File: src/rtl/ifetch_unit.sv
// ---------------------------------------------------------------------------
// ifetch_unit
//
// Instruction fetch stage. Generates sequential word-aligned fetch addresses,
// issues them over a valid/ready request channel, and buffers the in-order
// memory responses together with their PC in a small FIFO that feeds decode
// over a valid/ready handshake. A redirect flushes the FIFO, restarts fetch
// at the new PC and marks every request still in flight as stale so that its
// response is dropped when it eventually returns.
//
// Ports
//   clk, rst_n        core clock, asynchronous active-low reset
//   imem_req_valid    fetch request valid
//   imem_req_addr     fetch address (word aligned)
//   imem_req_ready    memory accepts the request
//   imem_rsp_valid    response valid (always accepted)
//   imem_rsp_data     instruction word
//   redirect_valid    one-cycle flush-and-refetch pulse
//   redirect_pc       new fetch address
//   if_valid          instruction available to decode
//   if_ready          decode accepts the instruction
//   if_inst, if_pc    instruction word at the FIFO head and its PC
// ---------------------------------------------------------------------------
module ifetch_unit #(
    parameter int unsigned DEPTH    = 4,
    parameter logic [31:0] RESET_PC = 32'h0000_0000
) (
    input  logic        clk,
    input  logic        rst_n,
    output logic        imem_req_valid,
    output logic [31:0] imem_req_addr,
    input  logic        imem_req_ready,
    input  logic        imem_rsp_valid,
    input  logic [31:0] imem_rsp_data,
    input  logic        redirect_valid,
    input  logic [31:0] redirect_pc,
    output logic        if_valid,
    input  logic        if_ready,
    output logic [31:0] if_inst,
    output logic [31:0] if_pc
);

    localparam int unsigned PW = $clog2(DEPTH);
    localparam int unsigned CW = PW + 1;
    localparam logic [CW:0] DEPTH_W = DEPTH[CW:0];

    logic [31:0]   fetch_pc_reg, fetch_pc_next;
    logic [31:0]   rsp_pc_reg, rsp_pc_next;
    logic [CW-1:0] outstanding_reg, outstanding_next;
    logic [CW-1:0] discard_reg, discard_next;
    logic [CW-1:0] count_reg, count_next;
    logic [PW-1:0] head_reg, head_next;
    logic [PW-1:0] tail_reg, tail_next;

    logic [31:0]   fifo_pc_reg   [DEPTH];
    logic [31:0]   fifo_inst_reg [DEPTH];

    logic [CW:0]   occupancy;
    logic          req_fire;
    logic          pop;
    logic          rsp_drop_discard;
    logic          rsp_take;
    logic          push;

    // Issue is gated by registered occupancy only, so it never depends
    // combinationally on either ready input. rst_n gates it so the request
    // drops immediately when reset is asserted.
    assign occupancy      = {1'b0, count_reg} + {1'b0, outstanding_reg};
    assign imem_req_valid = rst_n && !redirect_valid && (occupancy < DEPTH_W);
    assign imem_req_addr  = fetch_pc_reg;
    assign req_fire       = imem_req_valid && imem_req_ready;

    assign if_valid = (count_reg != '0);
    assign if_inst  = fifo_inst_reg[head_reg];
    assign if_pc    = fifo_pc_reg[head_reg];
    assign pop      = if_valid && if_ready;

    // A response either retires a stale request (discard) or a live one
    // (outstanding); one arriving with neither pending is ignored.
    assign rsp_drop_discard = imem_rsp_valid && (discard_reg != '0);
    assign rsp_take         = imem_rsp_valid && (discard_reg == '0) && (outstanding_reg != '0);
    assign push             = rsp_take && !redirect_valid;

    always_comb begin
        fetch_pc_next    = fetch_pc_reg;
        rsp_pc_next      = rsp_pc_reg;
        outstanding_next = outstanding_reg;
        discard_next     = discard_reg;
        count_next       = count_reg;
        head_next        = head_reg;
        tail_next        = tail_reg;

        if (redirect_valid) begin
            fetch_pc_next    = redirect_pc;
            rsp_pc_next      = redirect_pc;
            count_next       = '0;
            head_next        = '0;
            tail_next        = '0;
            outstanding_next = '0;
            // A live response landing this cycle is dropped and retires one
            // of the outstanding requests before the rest become stale.
            discard_next     = discard_reg - CW'(rsp_drop_discard)
                             + (outstanding_reg - CW'(rsp_take));
        end else begin
            if (req_fire) begin
                fetch_pc_next = fetch_pc_reg + 32'd4;
            end
            if (push) begin
                rsp_pc_next = rsp_pc_reg + 32'd4;
                tail_next   = tail_reg + PW'(1);
            end
            if (pop) begin
                head_next = head_reg + PW'(1);
            end
            outstanding_next = outstanding_reg + CW'(req_fire) - CW'(rsp_take);
            discard_next     = discard_reg - CW'(rsp_drop_discard);
            count_next       = count_reg + CW'(push) - CW'(pop);
        end
    end

    always_ff @(posedge clk or negedge rst_n) begin
        if (!rst_n) begin
            fetch_pc_reg    <= RESET_PC;
            rsp_pc_reg      <= RESET_PC;
            outstanding_reg <= '0;
            discard_reg     <= '0;
            count_reg       <= '0;
            head_reg        <= '0;
            tail_reg        <= '0;
        end else begin
            fetch_pc_reg    <= fetch_pc_next;
            rsp_pc_reg      <= rsp_pc_next;
            outstanding_reg <= outstanding_next;
            discard_reg     <= discard_next;
            count_reg       <= count_next;
            head_reg        <= head_next;
            tail_reg        <= tail_next;
        end
    end

    // FIFO storage is cleared on reset so the head outputs read zero.
    always_ff @(posedge clk or negedge rst_n) begin
        if (!rst_n) begin
            for (int i = 0; i < DEPTH; i++) begin
                fifo_pc_reg[i]   <= '0;
                fifo_inst_reg[i] <= '0;
            end
        end else if (push) begin
            fifo_pc_reg[tail_reg]   <= rsp_pc_reg;
            fifo_inst_reg[tail_reg] <= imem_rsp_data;
        end
    end

endmodule
File: config.mk
export PLATFORM = sky130hd
export DESIGN_NAME = ifetch_unit
export DESIGN_NICKNAME = d
export VERILOG_FILES = /design/src/rtl/ifetch_unit.sv
export SDC_FILE = /design/constraint.sdc
export NUM_CORES = 1
export LEC_CHECK = 0
export ABC_AREA = 1
export ABC_CLOCK_PERIOD_IN_PS = 4500
export CORE_MARGIN = 3
export CORE_UTILIZATION = 62
export CTS_CLUSTER_DIAMETER = 30
export CTS_CLUSTER_SIZE = 20
export DETAILED_ROUTE_END_ITERATION = 10
export HOLD_SLACK_MARGIN = 0.15
export PLACE_DENSITY_LB_ADDON = 0.05
export SLEW_MARGIN = 10
export SYNTH_ARGS = -nofsm -noshare
export SYNTH_HDL_FRONTEND = slang
export SYNTH_SLANG_ARGS = --single-unit
File: constraint.sdc
create_clock -name clk -period 4.5 [get_ports clk]
set_input_delay 0.45 -clock clk [delete_from_list [all_inputs] [get_ports clk]]
set_output_delay 0.45 -clock clk [all_outputs]
set_load 0.02 [all_outputs]
==> metrics.csv, run 1 <==
metric;value;unit
Cells after Synth;2034;
most frequent cells in the layout;nand2_1, dfrtp_1, o21ai_1;
number of synthesized register bits;333;
first-pass GRT wire length;75800;um
RR Endpoint;outstanding_reg[2]$_DFF_PN0_;
synth warn;0;
# rows;58;
Area Growth Syn to Fin;25.1;%
status;complete, no violations;
delay-heaviest family, CP;buffers and inverters;
number of buffers created by CTS;68;
core area;25300;sq um
Worst R2R Start;count_reg[1]$_DFF_PN0_;
Setup crit end kind;output pin;
Vert. Die Dim;167;um
net count after synthesis;2124;
DRT antenna net count;0;
FF+latch area;8340;sq um
total power;12000;uW
ordered list of cells on the worst path;clkinv_2 > buf_4 > o21ai_0 > o22ai_1 > clkdlybuf4s50_1;
routed len/inst;17.8;um
Reg power frac;0.307;
utilization after layout;0.795;
CP max stage delay;690;ps
Post-Syn Area per Cell;7.92;sq um
initial antenna violation count;0;
Filler Cells Inserted;1700;
placed wire-length estimate;27200;um
max-slew violations;0;
crit path kind;flop to output pin;
Critical Path Sink;if_pc[12];
prevailing post-synth register cell;dfrtp_1;
Post-CTS Setup Bufs;0;
number of synthesized flops with an enable pin;0;
mux cell area share after synthesis;0;
XOR/XNOR Fraction of Synth Area;0.0131;
depth of the CTS H-tree;3;
Die ar.;27900;sq um
Synth Cell Area;16100;sq um
Leak;0.00939;uW
clk buf depth;3;
clock power share;0.416;
WP buf/inv;3;
vias per cell;5.91;
DR pass1 iterations;6;
WP depth;5;
required time of the critical path;4050;ps
commonest non-fill, non-tap cell in the layout;nand2_1;
Tcrit/Tclk final;0.827;
crit path launch type;flop;
Cell Int Power;8060;uW
DR vias;15099;
worst vdd ir;0.000410;V
achievable frequency;269;MHz
Total Routing Usage GR;0.328;
unrepaired setup endpoints after global routing;no;
Hold Crit Class;primary input to async pin;
DIE WIDTH;167;um
post-cts resize count;0;
WL final;45500;um
residual DRC count;0;
R2R depth;13;
CTS root buf;clkbuf_16;
Nets;2262;
worst skew pair latency;550;ps
Port Buffers;167;
CTS tree;yes;
R2R setup slack;1740;ps
Synth Area in Adders;0.0169;
vias in the first global route;15027;
Clk pin slew, worst setup/hold paths;50;ps
switch share;0.327;
n_diodes;0;
worst setup path start;head_reg[0]$_DFFE_PN0P_;
Setup TNS Final;0;ps
Crit-path slowest cell;buf_4;
clk_skew;19.0;ps
CTS sink cnt;333;
Psw;3910;uW
simple-gate share of the synthesized area;0.223;
Final setup viols;0;
sequential cell area fraction in the yosys report;0.518;
worst slew pin tran;1200;ps
Synth cell types;32;
initial core utilization;0.636;
final hold viol count;0;
compound-gate portion of the synthesized area;0.162;
arrival time worst endpoint;3270;ps
power per cell area;594;nW/um^2
DR iter-0 viols;1635;
max_slew headroom;0.202;
layout cell share with drive strength beyond 1;0.0656;
multi-input logic area;6700;sq um
minimum clock period;3720;ps
# IOs;168;
largest fanout on the critical path;96;
largest net degree at the start of global routing;169;
largest family of logic cells by synthesized area;simple AND/OR/NAND/NOR gates;
RePlAce Congestion;1.02;
Logic pwr share;0.276;
grt total ovfl;0;
Async S/R FF share, synth;1.00;
Max-Cap Viols;0;
[cells in the mapped netlist (2+ instances only)]
cell type  instances  area share
fa_1               3      0.0037
buf_1              2     0.00047
nand3_1           94       0.029
nand2_2            5      0.0019
o21ai_0          152       0.047
o22ai_1           64       0.025
nand2_1          557        0.13
inv_1            131       0.031
buf_2             52       0.016
buf_4              3      0.0014
xor2_1            22       0.012
clkbuf_1          50       0.012
nand4_1            5      0.0019
dfrtp_1          333        0.52
a21oi_1            4      0.0012
buf_6             10      0.0070
o211ai_1          16      0.0075
o21ai_1          256       0.080
xnor2_1            2      0.0011
nor2_1           244       0.057
ha_1              17       0.013
nor3_1             2     0.00062
[through the flow]
stage               instances  cell area [sq um]  hold WS [ps]  worst slack [ps]
floorplan                2034              16100           154              1640
global placement         2431              17800           426              1460
detailed placement       2431              17800           431              1450
CTS                      2556              20100           463               812
global route             2556              20100           490               644
finish                   2556              20100           457               779
[worst register-to-register path: stages (launching register included)]
cell and delay, ps:
dfrtp_1 440, ha_1 300, nand3_1 80, nand2_1 50, nor2_1 190, nand2_1 80, buf_4 220, ha_1 290
inv_1 50, ha_1 140, inv_1 60, fa_1 400, and3_1 190, nor3_1 170
[cell families after synthesis]
| logic type | Yosys count |
|---|---|
| xor gates and xnor gates | 24 |
| adders and majority gates | 20 |
| DFF | 333 |
| buffers and inverters | 249 |
| and+or+nand+nor | 913 |
| AOI/OAI and AO/OA | 495 |
[power by group through the flow]
stage	clock network, uW	registers [uW]	logic (uW)
finish	4980	3680	3310
global route	5200	3720	3610
CTS	5030	3670	3310
detailed placement	0	3690	3260
global placement	0	3680	3190
floorplan	0	3650	1900
[final cells by class]
cell class	count	share of cell area
Timing Repair Buffer	185	0.0926
Clock buffer	86	0.0940
Clock inverter	38	0.0214
Tap cell	330	0.0205
Multi-Input combinational cell	1452	0.333
Sequential cell	333	0.414
Inverter	132	0.0247
[how the worst min path moves through the flow]
stage	end	slack, ps	depth (start not counted)
after floorplan	count_reg[0]$_DFF_PN0_	150	0
after global placement	fifo_pc_reg[4]$_DFFE_PN0P_	430	1
after detailed placement	fifo_pc_reg[68]$_DFFE_PN0P_	430	1
after CTS	fifo_pc_reg[4]$_DFFE_PN0P_	460	2
after global routing	fifo_pc_reg[100]$_DFFE_PN0P_	490	2
final	fifo_pc_reg[4]$_DFFE_PN0P_	460	2
[timing repair]
| action | CTS | global route |
|---|---|---|
| endpoints found under the hold margin | 58 | 0 |
| endpoints found under the setup margin | 0 | 0 |
| hold buffers | 1 | 0 |
[per-layer routing]
| metal | vias to the layer above | share of wire | track usage |
|---|---|---|---|
| met1 | 7187 | 0.41 | 0.449 |
| met4 | 0 | 0.032 | 0.136 |
| met3 | 134 | 0.083 | 0.0600 |
| li1 | 6979 | - | - |
| met5 | - | 0 | 0 |
| met2 | 799 | 0.47 | 0.523 |
No activity file was read; power rests on OpenSTA's default activity.
==> run 2, diff against run 1 <==
--- a/config.mk
+++ b/config.mk
@@ -6,9 +6,9 @@
 export NUM_CORES = 1
 export LEC_CHECK = 0
 export ABC_AREA = 1
-export ABC_CLOCK_PERIOD_IN_PS = 4500
+export ABC_CLOCK_PERIOD_IN_PS = 3200
 export CORE_MARGIN = 3
-export CORE_UTILIZATION = 62
+export CORE_UTILIZATION = 52
 export CTS_CLUSTER_DIAMETER = 30
 export CTS_CLUSTER_SIZE = 20
 export DETAILED_ROUTE_END_ITERATION = 10
==> constraint.sdc (replaced) <==
create_clock -name clk -period 3.2 [get_ports clk]
set_input_delay 0.32 -clock clk [delete_from_list [all_inputs] [get_ports clk]]
set_output_delay 0.32 -clock clk [all_outputs]
set_load 0.02 [all_outputs]
==> run 2 against run 1 <==
Net effect: global-route usage fell by 5.8 points; hold slack got worse by 230 ps; die area grew 19%; critical path type unchanged; critical endpoint is now if_pc[10]; highest routed layer unchanged.
==> metrics.csv, run 2 (synthesis results as in run 1) <==
metric;value;unit;change
total power;17500;uW;was 12000 uW
achievable frequency;334;MHz;
Vert. Die Dim;182;um;was 167 um
Worst R2R Start;discard_reg[2]$_DFF_PN0_;;was count_reg[1]$_DFF_PN0_
WL final;44500;um;was 45500 um
Post-CTS Setup Bufs;0;;unchanged
Total Routing Usage GR;0.270;;was 0.328
DR pass1 iterations;7;;was 6
multi-input logic area;6700;sq um;unchanged
FF+latch area;8340;sq um;unchanged
DR vias;14505;;was 15099
arrival time worst endpoint;2680;ps;was 3270 ps
power per cell area;847;nW/um^2;was 594 nW/um^2
most frequent cells in the layout;nand2_1, dfrtp_1, o21ai_1;;unchanged
initial core utilization;0.535;;was 0.636
worst skew pair latency;560;ps;was 550 ps
Nets;2280;;was 2262
commonest non-fill, non-tap cell in the layout;nand2_1;;unchanged
required time of the critical path;2880;ps;was 4050 ps
CTS root buf;clkbuf_16;;unchanged
layout cell share with drive strength beyond 1;0.0751;;was 0.0656
clk_skew;24.1;ps;was 19.0 ps
DIE WIDTH;182;um;was 167 um
worst setup path start;head_reg[1]$_DFFE_PN0P_;;was head_reg[0]$_DFFE_PN0P_
Final setup viols;0;;unchanged
routed len/inst;16.9;um;was 17.8 um
RePlAce Congestion;0.977;;was 1.02
largest net degree at the start of global routing;183;;was 169
n_diodes;0;;unchanged
status;complete, no violations;;unchanged
Clk pin slew, worst setup/hold paths;40;ps;was 50 ps
final hold viol count;0;;unchanged
clk buf depth;3;;unchanged
# rows;63;;was 58
DR iter-0 viols;1282;;was 1635
first-pass GRT wire length;73800;um;was 75800 um
initial antenna violation count;0;;unchanged
Hold Crit Class;primary input to async pin;;unchanged
Crit-path slowest cell;clkdlybuf4s50_1;;was buf_4
ordered list of cells on the worst path;inv_2 > buf_12 > o21ai_0 > o22ai_1 > clkdlybuf4s50_1;;was clkinv_2 > buf_4 > o21ai_0 > o22ai_1 > clkdlybuf4s50_1
placed wire-length estimate;27900;um;was 27200 um
largest fanout on the critical path;42;;was 96
Filler Cells Inserted;2486;;was 1700
Die ar.;33100;sq um;was 27900 sq um
R2R depth;10;;was 13
Area Growth Syn to Fin;28.0;%;was 25.1%
worst slew pin tran;1030;ps;was 1200 ps
post-route cell area;20600;sq um;was 20100 sq um
max-slew violations;0;;unchanged
crit path kind;flop to output pin;;unchanged
minimum clock period;3000;ps;
worst vdd ir;0.000462;V;was 0.000410 V
DRT antenna net count;0;;unchanged
core area;30100;sq um;was 25300 sq um
max_slew headroom;0.314;;was 0.202
R2R setup slack;560;ps;was 1740 ps
unrepaired setup endpoints after global routing;no;;unchanged
Leak;0.00959;uW;was 0.00939 uW
number of buffers created by CTS;74;;was 68
CP max stage delay;670;ps;was 690 ps
Max-Cap Viols;0;;unchanged
residual DRC count;0;;unchanged
CTS sink cnt;333;;unchanged
Setup TNS Final;0;ps;unchanged
vias per cell;5.50;;was 5.91
crit path launch type;flop;;unchanged
Critical Path Sink;if_pc[10];;was if_pc[12]
RR Endpoint;discard_reg[2]$_DFF_PN0_;;was outstanding_reg[2]$_DFF_PN0_
vias in the first global route;14284;;was 15027
depth of the CTS H-tree;3;;unchanged
CTS tree;yes;;unchanged
Setup crit end kind;output pin;;unchanged
DP Area;18000;sq um;was 17800 sq um
Port Buffers;167;;unchanged
Tcrit/Tclk final;0.936;;
# IOs;168;;unchanged
grt total ovfl;0;;unchanged
utilization after layout;0.685;;was 0.795
[run 2: cell count changes in the layout (fill, tap and decap cells not counted), sizes merged]
cell	previous run	this run
buf	18	30
clkbuf	86	95
clkinv	25	20
inv	134	137
bufinv	6	8
clkinvlp	5	7
[run 2: per-stage QoR]
stage	hold slack (ps)	cells	setup slack, ps
after floorplan	24.4	2034	344
after global placement	211	2503	535
after detailed placement	210	2503	498
after CTS	223	2639	195
after global routing	245	2639	96.4
final	228	2639	205
[run 2: worst min-delay path by stage]
stage | end | slack [ps] | cells after the start
6_report | fifo_inst_reg[126]$_DFFE_PN0P_ | 230 | 2
5_1_grt | fifo_inst_reg[126]$_DFFE_PN0P_ | 240 | 2
3_3_place_gp | fifo_inst_reg[30]$_DFFE_PN0P_ | 210 | 1
3_5_place_dp | fifo_inst_reg[123]$_DFFE_PN0P_ | 210 | 1
2_1_floorplan | count_reg[0]$_DFF_PN0_ | 20 | 0
4_1_cts | fifo_pc_reg[69]$_DFFE_PN0P_ | 220 | 2
[run 2: metal layers]
layer	up-vias	wire length, um	share of wire	track usage
met5	-	0	0	0
met4	0	933	0.021	0.0786
met3	77	2520	0.057	0.0419
met2	476	20700	0.47	0.437
met1	6935	20300	0.46	0.379
li1	7017	-	-	-
[run 2: repair_timing]
action | 4_1_cts | 5_1_grt
endpoints found under the hold margin | 30 | 0
endpoints found under the setup margin | 0 | 0
resized for setup | 0 | 0
hold buffers | 1 | 0
[run 2: cell type report]
type,instances,area share
multi-input combinational,1452,0.325
sequential,333,0.404
timing repair buffer,197,0.0985
clock buffer,95,0.101
inverter,132,0.0241
tap,390,0.0237
clock inverter,40,0.0237
[run 2: worst max-delay path: cells and delay by family (launching register included)]
family / cells / cell delay (ps)
buffers and inverters: 3 / 1090
DFF: 1 / 600
AOI/OAI and AO/OA: 2 / 390
[run 2: where the power goes]
part	internal (uW)	switching [uW]
Sequential	4710	404
Clock	5230	2420
Combinational	1960	2740
